File: config.mk
export PLATFORM = sky130hd
export DESIGN_NAME = text_console_writer_flat
export DESIGN_NICKNAME = d
export VERILOG_FILES = /design/src/rtl/text_console_writer_if.sv /design/src/rtl/text_console_writer.sv /design/src/flat_wrapper.sv
export SDC_FILE = /design/constraint.sdc
export NUM_CORES = 1
export LEC_CHECK = 0
export BUFFER_PORTS_ARGS = -buffer_cell sky130_fd_sc_hd__buf_4
export CORE_MARGIN = 2
export CORE_UTILIZATION = 62
export DETAILED_ROUTE_END_ITERATION = 6
export GPL_ROUTABILITY_DRIVEN = 0
export GPL_TIMING_DRIVEN = 0
export PLACE_DENSITY = 0.9
export SYNTH_ARGS = -nofsm -noshare
export SYNTH_HDL_FRONTEND = slang
export SYNTH_SLANG_ARGS = --single-unit
File: constraint.sdc
create_clock -name clk -period 4.9 [get_ports clk]
set_input_delay 0.735 -clock clk [delete_from_list [all_inputs] [get_ports clk]]
set_output_delay 0.735 -clock clk [all_outputs]
set_load 0.05 [all_outputs]
File: src/rtl/text_console_writer_if.sv
// Byte-stream input and text-memory write/read port of the console writer.
// slave: the writer itself; master: the byte source plus text memory side.
interface text_console_writer_if;
  logic       in_valid;
  logic [7:0] in_char;
  logic       in_ready;
  logic [9:0] char_addr;
  logic [7:0] char_wdata;
  logic       char_we;
  logic [7:0] char_rdata;

  modport slave (
    input  in_valid, in_char, char_rdata,
    output in_ready, char_addr, char_wdata, char_we
  );

  modport master (
    output in_valid, in_char, char_rdata,
    input  in_ready, char_addr, char_wdata, char_we
  );
endinterface

File: src/rtl/text_console_writer.sv
// Terminal-style writer for the COLS x ROWS text memory: cursor tracking,
// line wrap, LF/CR/BS/FF handling and a copy-up hardware scroll.
//
// state   | meaning
// IDLE    | accepting bytes, one per cycle
// SCRL_RD | scroll: launch read of cell idx+COLS
// SCRL_WR | scroll: write the fetched byte to cell idx
// CLR_ROW | blank the bottom row after a scroll
// CLR_ALL | blank the whole screen after form-feed
//
// char_rdata is sampled on the edge following the one that launched the read
// address, so each scrolled cell costs exactly one read and one write cycle.
module text_console_writer #(
  parameter int COLS = 40,
  parameter int ROWS = 25
) (
  input  logic                        clk,
  input  logic                        rst,
  text_console_writer_if.slave        bus,
  output logic                        busy,
  output logic [5:0]                  cursor_x,
  output logic [4:0]                  cursor_y
);

  localparam logic [2:0] IDLE    = 3'd0;
  localparam logic [2:0] SCRL_RD = 3'd1;
  localparam logic [2:0] SCRL_WR = 3'd2;
  localparam logic [2:0] CLR_ROW = 3'd3;
  localparam logic [2:0] CLR_ALL = 3'd4;

  localparam logic [5:0] LAST_COL      = 6'(COLS - 1);
  localparam logic [4:0] LAST_ROW      = 5'(ROWS - 1);
  localparam logic [9:0] COLS_W        = 10'(COLS);
  localparam logic [9:0] SCRL_LAST     = 10'((ROWS - 1) * COLS - 1);
  localparam logic [9:0] BOT_ROW_BASE  = 10'((ROWS - 1) * COLS);
  localparam logic [9:0] CELL_LAST     = 10'(COLS * ROWS - 1);

  logic [2:0] state_q, state_d;
  logic [5:0] x_q, x_d;
  logic [4:0] y_q, y_d;
  logic [9:0] idx_q, idx_d;
  logic [9:0] addr_q, addr_d;
  logic [7:0] wdata_q, wdata_d;
  logic       we_q, we_d;

  logic [9:0] cur_addr;
  logic       is_print;

  assign cur_addr = 10'(x_q) + 10'(y_q) * COLS_W;
  assign is_print = (bus.in_char >= 8'h20) && (bus.in_char != 8'h7F);

  assign bus.in_ready   = (state_q == IDLE) && !rst;
  assign bus.char_addr  = addr_q;
  assign bus.char_wdata = wdata_q;
  assign bus.char_we    = we_q;
  assign busy           = (state_q != IDLE);
  assign cursor_x       = x_q;
  assign cursor_y       = y_q;

  // Next-state: byte decode in IDLE, address sequencing for scroll and clears.
  always_comb begin
    state_d = state_q;
    x_d     = x_q;
    y_d     = y_q;
    idx_d   = idx_q;
    addr_d  = addr_q;
    wdata_d = wdata_q;
    we_d    = 1'b0;
    case (state_q)
      IDLE: begin
        if (bus.in_valid) begin
          if (is_print) begin
            we_d    = 1'b1;
            addr_d  = cur_addr;
            wdata_d = bus.in_char;
            if (x_q == LAST_COL) begin
              x_d = 6'd0;
              if (y_q == LAST_ROW) begin
                state_d = SCRL_RD;
                idx_d   = 10'd0;
              end else begin
                y_d = y_q + 5'd1;
              end
            end else begin
              x_d = x_q + 6'd1;
            end
          end else begin
            case (bus.in_char)
              8'h0A: begin
                x_d = 6'd0;
                if (y_q == LAST_ROW) begin
                  state_d = SCRL_RD;
                  idx_d   = 10'd0;
                end else begin
                  y_d = y_q + 5'd1;
                end
              end
              8'h0D: x_d = 6'd0;
              8'h08: begin
                // The previous cell is always one below in linear address order.
                if ((x_q != 6'd0) || (y_q != 5'd0)) begin
                  we_d    = 1'b1;
                  wdata_d = 8'h00;
                  addr_d  = cur_addr - 10'd1;
                  if (x_q == 6'd0) begin
                    x_d = LAST_COL;
                    y_d = y_q - 5'd1;
                  end else begin
                    x_d = x_q - 6'd1;
                  end
                end
              end
              8'h0C: begin
                x_d     = 6'd0;
                y_d     = 5'd0;
                idx_d   = 10'd0;
                state_d = CLR_ALL;
              end
              default: ;
            endcase
          end
        end
      end
      SCRL_RD: begin
        addr_d  = idx_q + COLS_W;
        state_d = SCRL_WR;
      end
      SCRL_WR: begin
        addr_d  = idx_q;
        we_d    = 1'b1;
        wdata_d = bus.char_rdata;
        if (idx_q == SCRL_LAST) begin
          idx_d   = BOT_ROW_BASE;
          state_d = CLR_ROW;
        end else begin
          idx_d   = idx_q + 10'd1;
          state_d = SCRL_RD;
        end
      end
      CLR_ROW, CLR_ALL: begin
        addr_d  = idx_q;
        we_d    = 1'b1;
        wdata_d = 8'h00;
        if (idx_q == CELL_LAST) begin
          state_d = IDLE;
        end else begin
          idx_d = idx_q + 10'd1;
        end
      end
      default: state_d = IDLE;
    endcase
  end

  // State, cursor and registered memory port; reset abandons any sequence.
  always_ff @(posedge clk) begin
    if (rst) begin
      state_q <= IDLE;
      x_q     <= 6'd0;
      y_q     <= 5'd0;
      idx_q   <= 10'd0;
      addr_q  <= 10'd0;
      wdata_q <= 8'h00;
      we_q    <= 1'b0;
    end else begin
      state_q <= state_d;
      x_q     <= x_d;
      y_q     <= y_d;
      idx_q   <= idx_d;
      addr_q  <= addr_d;
      wdata_q <= wdata_d;
      we_q    <= we_d;
    end
  end

endmodule
File: src/flat_wrapper.sv
// flat-port wrapper written by rule: the top's interface ports become plain ports
module text_console_writer_flat 
#(
  parameter int COLS = 40,
  parameter int ROWS = 25
)
  (clk, rst, busy, cursor_x, cursor_y, bus_in_valid, bus_in_char, bus_char_rdata, bus_in_ready, bus_char_addr, bus_char_wdata, bus_char_we);
  text_console_writer_if bus_i ();
  input  logic clk;
  input  logic rst;
  output logic busy;
  output logic [5:0] cursor_x;
  output logic [4:0] cursor_y;
  input wire logic [$bits(bus_i.in_valid)-1:0] bus_in_valid;
  input wire logic [$bits(bus_i.in_char)-1:0] bus_in_char;
  input wire logic [$bits(bus_i.char_rdata)-1:0] bus_char_rdata;
  output wire logic [$bits(bus_i.in_ready)-1:0] bus_in_ready;
  output wire logic [$bits(bus_i.char_addr)-1:0] bus_char_addr;
  output wire logic [$bits(bus_i.char_wdata)-1:0] bus_char_wdata;
  output wire logic [$bits(bus_i.char_we)-1:0] bus_char_we;
  assign bus_i.in_valid = bus_in_valid;
  assign bus_i.in_char = bus_in_char;
  assign bus_i.char_rdata = bus_char_rdata;
  assign bus_in_ready = bus_i.in_ready;
  assign bus_char_addr = bus_i.char_addr;
  assign bus_char_wdata = bus_i.char_wdata;
  assign bus_char_we = bus_i.char_we;
  text_console_writer #(.COLS(COLS), .ROWS(ROWS)) u_core (.clk(clk), .rst(rst), .bus(bus_i), .busy(busy), .cursor_x(cursor_x), .cursor_y(cursor_y));
endmodule
# Word-level counts from Yosys, hierarchy flattened
# Cells that the tools add are included.
totals:
  ff_bits: 43
  wordCells: 104
  output_inout_bits: 32
  in_bits: 19
classes:
  mux: 42
  n_reduce_logical: 22
  n_lt_le_gt_ge: 1
  n_eq_ne: 23
  addsub: 8
  n_mul: 1
op_table:
  columns: ["op", "count"]
  rows:
  - ["$mux W10", 10]
  - ["$pmux W10 S3", 2]
  - ["$eq A8 B4 Y1 const B", 4]
  - ["$mux W8", 4]
  - ["$mux W5", 5]
  - ["$mux W6", 4]
  - ["$pmux W8 S3", 1]
  - ["$eq A10 B10 Y1 const B", 2]
  - ["$pmux W10 S2", 1]
  - ["$reduce_and A4 Y1", 4]
  - ["$mux W3", 5]
  - ["$pmux W5 S3", 1]
  - ["$pmux W3 S4", 1]
  - ["$pmux W6 S2", 1]
  - ["$reduce_bool A3 Y1", 4]
  - ["$add A10 B1 Y10 const B", 1]
  - ["$add A10 B6 Y10 const B", 1]
  - ["$add A6 B10 Y10", 1]
  - ["$sub A10 B1 Y10 const B", 1]
  - ["$ge A8 B6 Y1 const B", 1]
  - ["$ne A8 B7 Y1 const B", 1]
  - ["$mul A5 B3 Y7 const B", 1]
  - ["$add A6 B1 Y6 const B", 1]
  - ["$eq A3 B2 Y1 const B", 2]
  - ["29 further kinds", 38]

# Depth between registers and ports, before layout
# Gate-level depths: netlist (run 1).
depth:
  depth_word: 8
  mapped_depth: 11
  mapped_depth_nobuf: 10

# Least setup slack after synthesis (run 1)
# Ideal clock, no wire load.
synth_path:
  path_kind: "register -> register"
  start: "register u_core.y_q[3] (netlist: u_core.cursor_y[3])"
  end: "register u_core.addr_q[8] (netlist: u_core.bus.char_addr[8])"
  stages_incl_launch_ff: 10
  n_path_buf: 1
  setup_ns: 0.096
  t_arrival_ns: 3.147
  path_slack_ns: 1.658
  synth_period_minus_slack_ns: 3.242
  cell_sequence: "dfxtp_1 > ha_1 > ha_1 > inv_1 > fa_1 > clkbuf_1 > or4b_2 > a22oi_1 > a2111oi_2 > o41ai_2"
synth_between:
  elab_chain_len: 8
  word_cells_on_any_way: 12
  cone_classes: "add/sub: 2; mul: 1; eq/ne: 1; mux: 5; reduce/logical: 3"
synth_rtl:
  columns: ["item", "line", "text"]
  rows:
  - ["start: declaration", "text_console_writer.sv:40", "logic [4:0] y_q, y_d;"]
  - ["start signal: assignment", "text_console_writer.sv:167", "y_q <= y_d;"]
  - ["$mul A5 B3 Y7", "text_console_writer.sv:49", "assign cur_addr = 10'(x_q) + 10'(y_q) * COLS_W;"]
  - ["$add A6 B10 Y10", "text_console_writer.sv:49", null]
  - ["$sub A10 B1 Y10", "text_console_writer.sv:104", "addr_d = cur_addr - 10'd1;"]
  - ["$mux W10", "text_console_writer.sv:101", "if ((x_q != 6'd0) || (y_q != 5'd0)) begin"]
  - ["$mux W10", "text_console_writer.sv:88", "case (bus.in_char)"]
  - ["$mux W10", "text_console_writer.sv:72", "if (is_print) begin"]
  - ["$mux W10", "text_console_writer.sv:71", "if (bus.in_valid) begin"]
  - ["$pmux W10 S3", "text_console_writer.sv:69", "case (state_q)"]
  - ["end signal: assignment", "text_console_writer.sv:169", "addr_q <= addr_d;"]
  - ["end: declaration", "text_console_writer.sv:42", "logic [9:0] addr_q, addr_d;"]
# Parallel ways exist; a longest one is shown, timed or not. The select of a mux whose other input is x is not followed.
# A chain may end at the register's enable or synchronous reset.

# Final worst setup path (run 1)
# Same ends and word-level chain as after synthesis.

==> results of run 1 <==
Yosys cell counts (3+ instances only):
| cell | number | area share |
|---|---|---|
| a21oi_1 | 34 | 0.051 |
| nor4_1 | 5 | 0.0094 |
| o21ai_1 | 3 | 0.0045 |
| a22oi_1 | 10 | 0.023 |
| o22ai_1 | 5 | 0.0094 |
| o211ai_1 | 4 | 0.0091 |
| buf_2 | 4 | 0.0060 |
| and2_1 | 5 | 0.0094 |
| o21ai_0 | 31 | 0.047 |
| nand4_1 | 7 | 0.013 |
| o31ai_1 | 5 | 0.011 |
| xor2_1 | 3 | 0.0079 |
| nor3_1 | 19 | 0.029 |
| clkbuf_1 | 18 | 0.020 |
| dfxtp_1 | 43 | 0.26 |
| inv_1 | 19 | 0.022 |
| a31oi_1 | 8 | 0.015 |
| xnor2_1 | 8 | 0.021 |
| a311oi_1 | 7 | 0.018 |
| o21a_1 | 8 | 0.018 |
| nand3_1 | 11 | 0.017 |
| or4_1 | 3 | 0.0068 |
| nor2b_1 | 4 | 0.0075 |
| nor2_1 | 39 | 0.044 |
| nand2b_1 | 3 | 0.0057 |
| or3_1 | 7 | 0.013 |
| and3_1 | 3 | 0.0057 |
| a211oi_1 | 14 | 0.032 |
| a21o_1 | 5 | 0.011 |
| buf_6 | 3 | 0.010 |
| nand2_1 | 27 | 0.031 |
| ha_1 | 16 | 0.060 |
flip-flops by register name, indices dropped and copies added, names as in the netlist:
| name | cells |
|---|---|
| u_core.state_q | 3 |
| u_core.bus.char_we | 1 |
| u_core.idx_q | 10 |
| u_core.bus.char_addr | 10 |
| u_core.cursor_x | 6 |
| u_core.bus.char_wdata | 8 |
| u_core.cursor_y | 5 |
cell usage in the layout, fill, tap and decap left out, drive strengths merged, types with 3 or more instances in the layout:
cell	Yosys	final
xor2	3	3
o21a	8	8
a311oi	8	8
or3b	3	3
o21ai	34	34
and2	5	5
nor4	6	6
nand3	11	11
nor2b	4	4
a22oi	10	10
ha	16	16
or4	4	4
a211oi	14	14
nor2	40	40
nor3	19	19
xnor2	8	8
dfxtp	43	43
o22ai	5	5
inv	19	19
or3	8	8
o31ai	5	5
and3	3	3
nand2b	3	3
nand4	7	7
or2	4	4
nand2	27	27
a21oi	34	34
a31oi	8	8
clkbuf	18	24
a21o	5	5
buf	9	57
o211ai	4	4
worst max-delay path: stages, from the launching register on:
cell	delay (ps)
dfxtp_1	540
ha_1	310
ha_1	210
inv_1	70
fa_1	400
clkbuf_1	210
or4b_2	700
a22oi_1	190
a2111oi_2	90
o41ai_2	350
stage by stage:
stage           util  hold WS [ps]  setup WS (ps)
6_report       0.749           471           1720
3_3_place_gp   0.732           451           1860
4_1_cts        0.749           474           1750
3_5_place_dp   0.732           464           1800
5_1_grt        0.749           478           1550
2_1_floorplan      -           493           1660
path summary, 6_finish.rpt:
path	cells past startpoint	slack, ps	endpoint	startpoint
worst min register to register	2	470	u_core.bus.char_addr[2]	u_core.bus.char_addr[2]
worst max-delay path	9	1720	u_core.bus.char_addr[8]	u_core.cursor_y[3]
worst min-delay path	2	470	u_core.bus.char_addr[2]	u_core.bus.char_addr[2]
worst max register to register	9	1720	u_core.bus.char_addr[8]	u_core.cursor_y[3]
cell type report:
cell class	count	area, µm²	share of cell area
inverter	20	75.1	0.0195
timing repair buffer	48	360	0.0936
sequential	43	861	0.224
clock inverter	2	12.5	0.00325
buffer	27	136	0.0354
multi-input combinational	341	2240	0.583
tap	70	87.6	0.0228
clock buffer	6	72.6	0.0189
routing by layer:
metal  wire length (µm)  GRT usage
met1               3970      0.394
met2               4580      0.537
met3                706     0.0482
met4                156      0.116
met5                  0          0
power by group:
part | leakage, nW | internal (mW) | switching (mW) | total (mW)
Sequential | 0.351 | 0.362 | 0.0103 | 0.373
Clock | 0.0412 | 0.0998 | 0.128 | 0.228
Combinational | 1.10 | 0.0650 | 0.126 | 0.191
logic make-up (layout without fill, tap and decap cells):
group | after synthesis | count (layout) | synth area share
AND/OR/NAND/NOR | 155 | 155 | 0.249
buffers and inverters | 47 | 103 | 0.0638
multiplexers | 2 | 2 | 0.00641
XOR/XNOR | 11 | 11 | 0.0291
flip-flops | 43 | 43 | 0.260
adder cells (fa/ha/maj) | 18 | 18 | 0.0725
AO/OA/AOI/OAI | 155 | 155 | 0.320
==> run metrics, run 1 <==
outcome=complete, no violations; synthesized flop and latch total=43; maximum vdd ir drop=0.000154 V; Core Area=5140 µm²; Max Cap Viol=0; depth of the CTS H-tree=2; DP HPWL=6970 µm; Reg clk slew, reported paths=90 ps; initial antenna violation count=0; pin count of the biggest net entering global routing=14; P_leak=1.49 nW; Synthesis Warnings=0; FILL cells=435; post-layout min period=between 3000 and 4000 ps; Worst Path Max Fanout=10; number of synthesized flops with an enable pin=0; RSZ-0062 raised after global routing=no; Routed WL=9420 µm; critical path type=flip-flop to flip-flop; Hold-fix buffers, CTS=0; share of the yosys chip area belonging to registers=0.260; DRC Markers=0; worst hold path class=flip-flop to flip-flop; drt first pass iters=5; clk buf depth=2; Final period util=0.649; max_slew headroom=0.364; critical path capture point type=flip-flop; Power, Total=792 µW; Pwr per Cell Area=206 nW/µm²; Worst-Skew Late Latency=a little over 300 ps; share of post-route cells with drive strength above 1=0.162; final hold violation count=0; routed vias=about 3.7k; Synth Instances=431; area grow syn2layout=16.1%; asr flop ratio synth=0; area post-placement=roughly 3800 µm²; final std cells w/o fill=557; WP data required=5100 ps; aggregate global-route resource usage=0.313; endpoints failing setup=0; # port buffers=48; WL per Instance=around 17 µm; Cells after DPL=approximately 550; Synth Flop Type=dfxtp_1; Initial Util=0.645; Die Area=5950 µm²; via density per instance=6.58; Final Max Tran Viols=0; Root Driver=clkbuf_8; Tightest Pin Transition=about 950 ps; vias in the first global route=3311; Worst setup SP type=flip-flop; final instance area=3850 µm²; global-route wire length before repair=15300 µm; Sink Count=43; crit path DAT=between 3000 and 4000 ps; setup TNS=0 ps; Synth cell types=70; Die Span Y=77.1 µm; FMAX=approximately 310 MHz; synthesized area=3320 µm²; Num CTS Buffers=5; CTS tree=yes; Post-Syn Nets=about 470; Mean Syn Cell Area=7.69 µm²; Nets=523; final antenna-violating net count=0; Initial DRC Count=308; Post-CTS Setup Repair Bufs=0; Die W=77.1 µm; PostCTS Resize Cnt=0; num rows=26; I/O pins=just over 50; GRT overflow=0; # diodes=0; Setup Skew=between 10 and 15 ps
Power figures use the tool's default switching activity.
==> run 2, diff against run 1 <==
--- a/config.mk
+++ b/config.mk
@@ -7,11 +7,11 @@
 export LEC_CHECK = 0
 export BUFFER_PORTS_ARGS = -buffer_cell sky130_fd_sc_hd__buf_4
 export CORE_MARGIN = 2
-export CORE_UTILIZATION = 62
+export CORE_UTILIZATION = 52
 export DETAILED_ROUTE_END_ITERATION = 6
 export GPL_ROUTABILITY_DRIVEN = 0
 export GPL_TIMING_DRIVEN = 0
-export PLACE_DENSITY = 0.9
+export PLACE_DENSITY = 0.81
 export SYNTH_ARGS = -nofsm -noshare
 export SYNTH_HDL_FRONTEND = slang
 export SYNTH_SLANG_ARGS = --single-unit
==> constraint.sdc (replaced) <==
create_clock -name clk -period 2.9 [get_ports clk]
set_input_delay 0.435 -clock clk [delete_from_list [all_inputs] [get_ports clk]]
set_output_delay 0.435 -clock clk [all_outputs]
set_load 0.05 [all_outputs]
==> run 2 against run 1 <==
Effect of this change:
- flip-flop and latch count is the same
- worst hold slack got worse by 43 ps
- wire length is 0.18% higher
- power is 68% higher
==> run metrics, run 2 (synthesized netlist as in run 1, its figures left out) <==
outcome=complete, no violations; GRT overflow=0 (unchanged); area grow syn2layout=19.4%; Hold Crit Depth=3 (+1); CTS tree=yes; depth of the CTS H-tree=2 (unchanged); Worst Path Max Fanout=8 (-2); critical path capture point type=flip-flop; Die W=83.9 µm (+8.7%); Sink Count=43 (unchanged); Multi-input gate area=2280 µm² (+1.7%); hold worst-path end=u_core.state_q[2]; worst slack, placed=-78.7 ps (-1880 ps); endpoints failing setup=0 (unchanged); cells on worst reg2reg path=9 (unchanged); global-route wire length before repair=15700 µm (+2.3%); routed vias=3622 (-1.1%); Root Driver=clkbuf_8; critical path type=flip-flop to flip-flop; Worst setup SP type=flip-flop; P_leak=1.55 nW (+3.9%); most frequent CP cell=ha_1; Cell Chain, Critical Path=ha_1, ha_1, inv_1, fa_2, xnor2_4, or4b_2, a22oi_2, a2111oi_2, o41ai_2; Tightest Pin Transition=992 ps (+40.5 ps); final antenna-violating net count=0 (unchanged); slowest CP cell=or4b_2; aggregate global-route resource usage=0.266 (-0.0466); FILL cells=571 (+31%); Final period util=0.968 (+0.319); FMAX=356 MHz (+13%); Core Area=6240 µm² (+21%); crit path DAT=3010 ps (-380 ps); Worst-Skew Late Latency=300 ps (about the same); via density per instance=6.34 (-3.6%); Reg clk slew, reported paths=90 ps (about the same); num rows=29 (+12%); pin count of the biggest net entering global routing=13 (-1); r2r startpoint=u_core.cursor_y[3]; FF/Latch Area=872 µm² (+1.3%); reg-to-reg endpoint=u_core.bus.char_addr[8]; worst hold path class=primary input to flip-flop; Nets=530 (+1.3%); CP max stage delay=650 ps (-50 ps); Die Span Y=83.9 µm (+8.7%); I/O pins=51 (unchanged); Setup Skew=8.98 ps (-2.69 ps); drt first pass iters=5 (unchanged); Num CTS Buffers=5 (unchanged); # port buffers=48 (unchanged); commonest non-fill, non-tap cell in the layout=buf_4; Initial Util=0.531 (-0.114); commonest cells after routing, fill and taps aside=buf_4, nor2_1, dfxtp_1; Buf+Inv Stages, Crit Path=1 (-1); Power, Total=1.33 mW (+68%); Final Max Tran Viols=0 (unchanged); DRC Markers=0 (unchanged); final hold violation count=0 (unchanged); WL per Instance=16.5 µm (-2.3%); Pwr per Cell Area=336 nW/µm² (+63%); vias in the first global route=3387 (+2.3%); # diodes=0 (unchanged); maximum vdd ir drop=0.000239 V (+55%); Routed WL=9440 µm (+0.18%); Die Area=7030 µm² (+18%); max_slew headroom=0.337 (-0.0271); DP HPWL=7020 µm (+0.65%); hold_sp=bus_in_valid; Initial DRC Count=230 (-25%); flop2flop setup slack=90 ps (-1630 ps); share of post-route cells with drive strength above 1=0.194 (+0.0321); RSZ-0062 raised after global routing=no; WP data required=3100 ps (-2000 ps); post-layout min period=2810 ps (-373 ps); Crit path max-delay family=adder cells; final setup margin=92.4 ps (-1630 ps); initial antenna violation count=0 (unchanged); Max Cap Viol=0 (unchanged); clk buf depth=2 (unchanged)
==> run 2: final cells by class <==
class	instances	area share
tap	77	0.0243
multi-input combinational	341	0.576
clock inverter	1	0.00126
sequential	43	0.220
inverter	20	0.0190
timing repair buffer	56	0.106
buffer	26	0.0335
clock buffer	7	0.0193
==> run 2: metal layers <==
metal  vias to the layer above  GRT usage  share of wire
li1                       1754          -              -
met1                      1728      0.348           0.43
met2                       129      0.449           0.50
met3                        11     0.0406          0.060
met4                         0     0.0880         0.0098
met5                         -          0              0
==> run 2: what timing repair did <==
| action | 4_1_cts | 5_1_grt |
|---|---|---|
| resized for setup | 1 | 5 |
| hold buffers | 0 | 0 |
| setup buffers | 0 | 8 |
| setup endpoints to repair | 1 | 4 |
| pin swaps | 0 | 3 |
==> run 2: worst reg2reg max path: cells and delay by family, from the launching register on <==
family,cells,cell delay (ps)
AO/OA/AOI/OAI,3,580
AND/OR/NAND/NOR,1,650
flip-flops,1,380
adder cells (fa/ha/maj),3,870
buffers and inverters,1,60
XOR/XNOR,1,160
==> run 2: how the worst max path moves through the flow <==
stage,startpoint,endpoint,slack (ps),cells after the start
after floorplan,u_core.cursor_y[3],u_core.bus.char_addr[8],20,9
after global placement,u_core.cursor_y[1],u_core.bus.char_addr[8],-20,9
after detailed placement,u_core.cursor_y[1],u_core.bus.char_addr[8],-80,9
after CTS,u_core.cursor_y[3],u_core.bus.char_addr[8],5,8
after global routing,u_core.cursor_x[3],u_core.bus.char_addr[8],4,8
final,u_core.cursor_y[3],u_core.bus.char_addr[8],90,9
==> run 2: power by group <==
part           internal [mW]  switching, mW  leakage, nW
registers              0.610         0.0170        0.354
logic                  0.111          0.212         1.15
clock network          0.169          0.209       0.0422
==> run 2: metrics by stage <==
| stage | hold slack (ps) | area, µm² | std cells | setup TNS, ps | util |
|---|---|---|---|---|---|
| after floorplan | 493 | 3330 | 431 | 0 | - |
| after global placement | 456 | 3780 | 556 | -20.1 | 0.606 |
| after detailed placement | 476 | 3780 | 556 | -78.7 | 0.606 |
| after CTS | 425 | 3860 | 563 | 0 | 0.619 |
| after global routing | 446 | 3960 | 571 | 0 | 0.635 |
| final | 428 | 3960 | 571 | 0 | 0.635 |
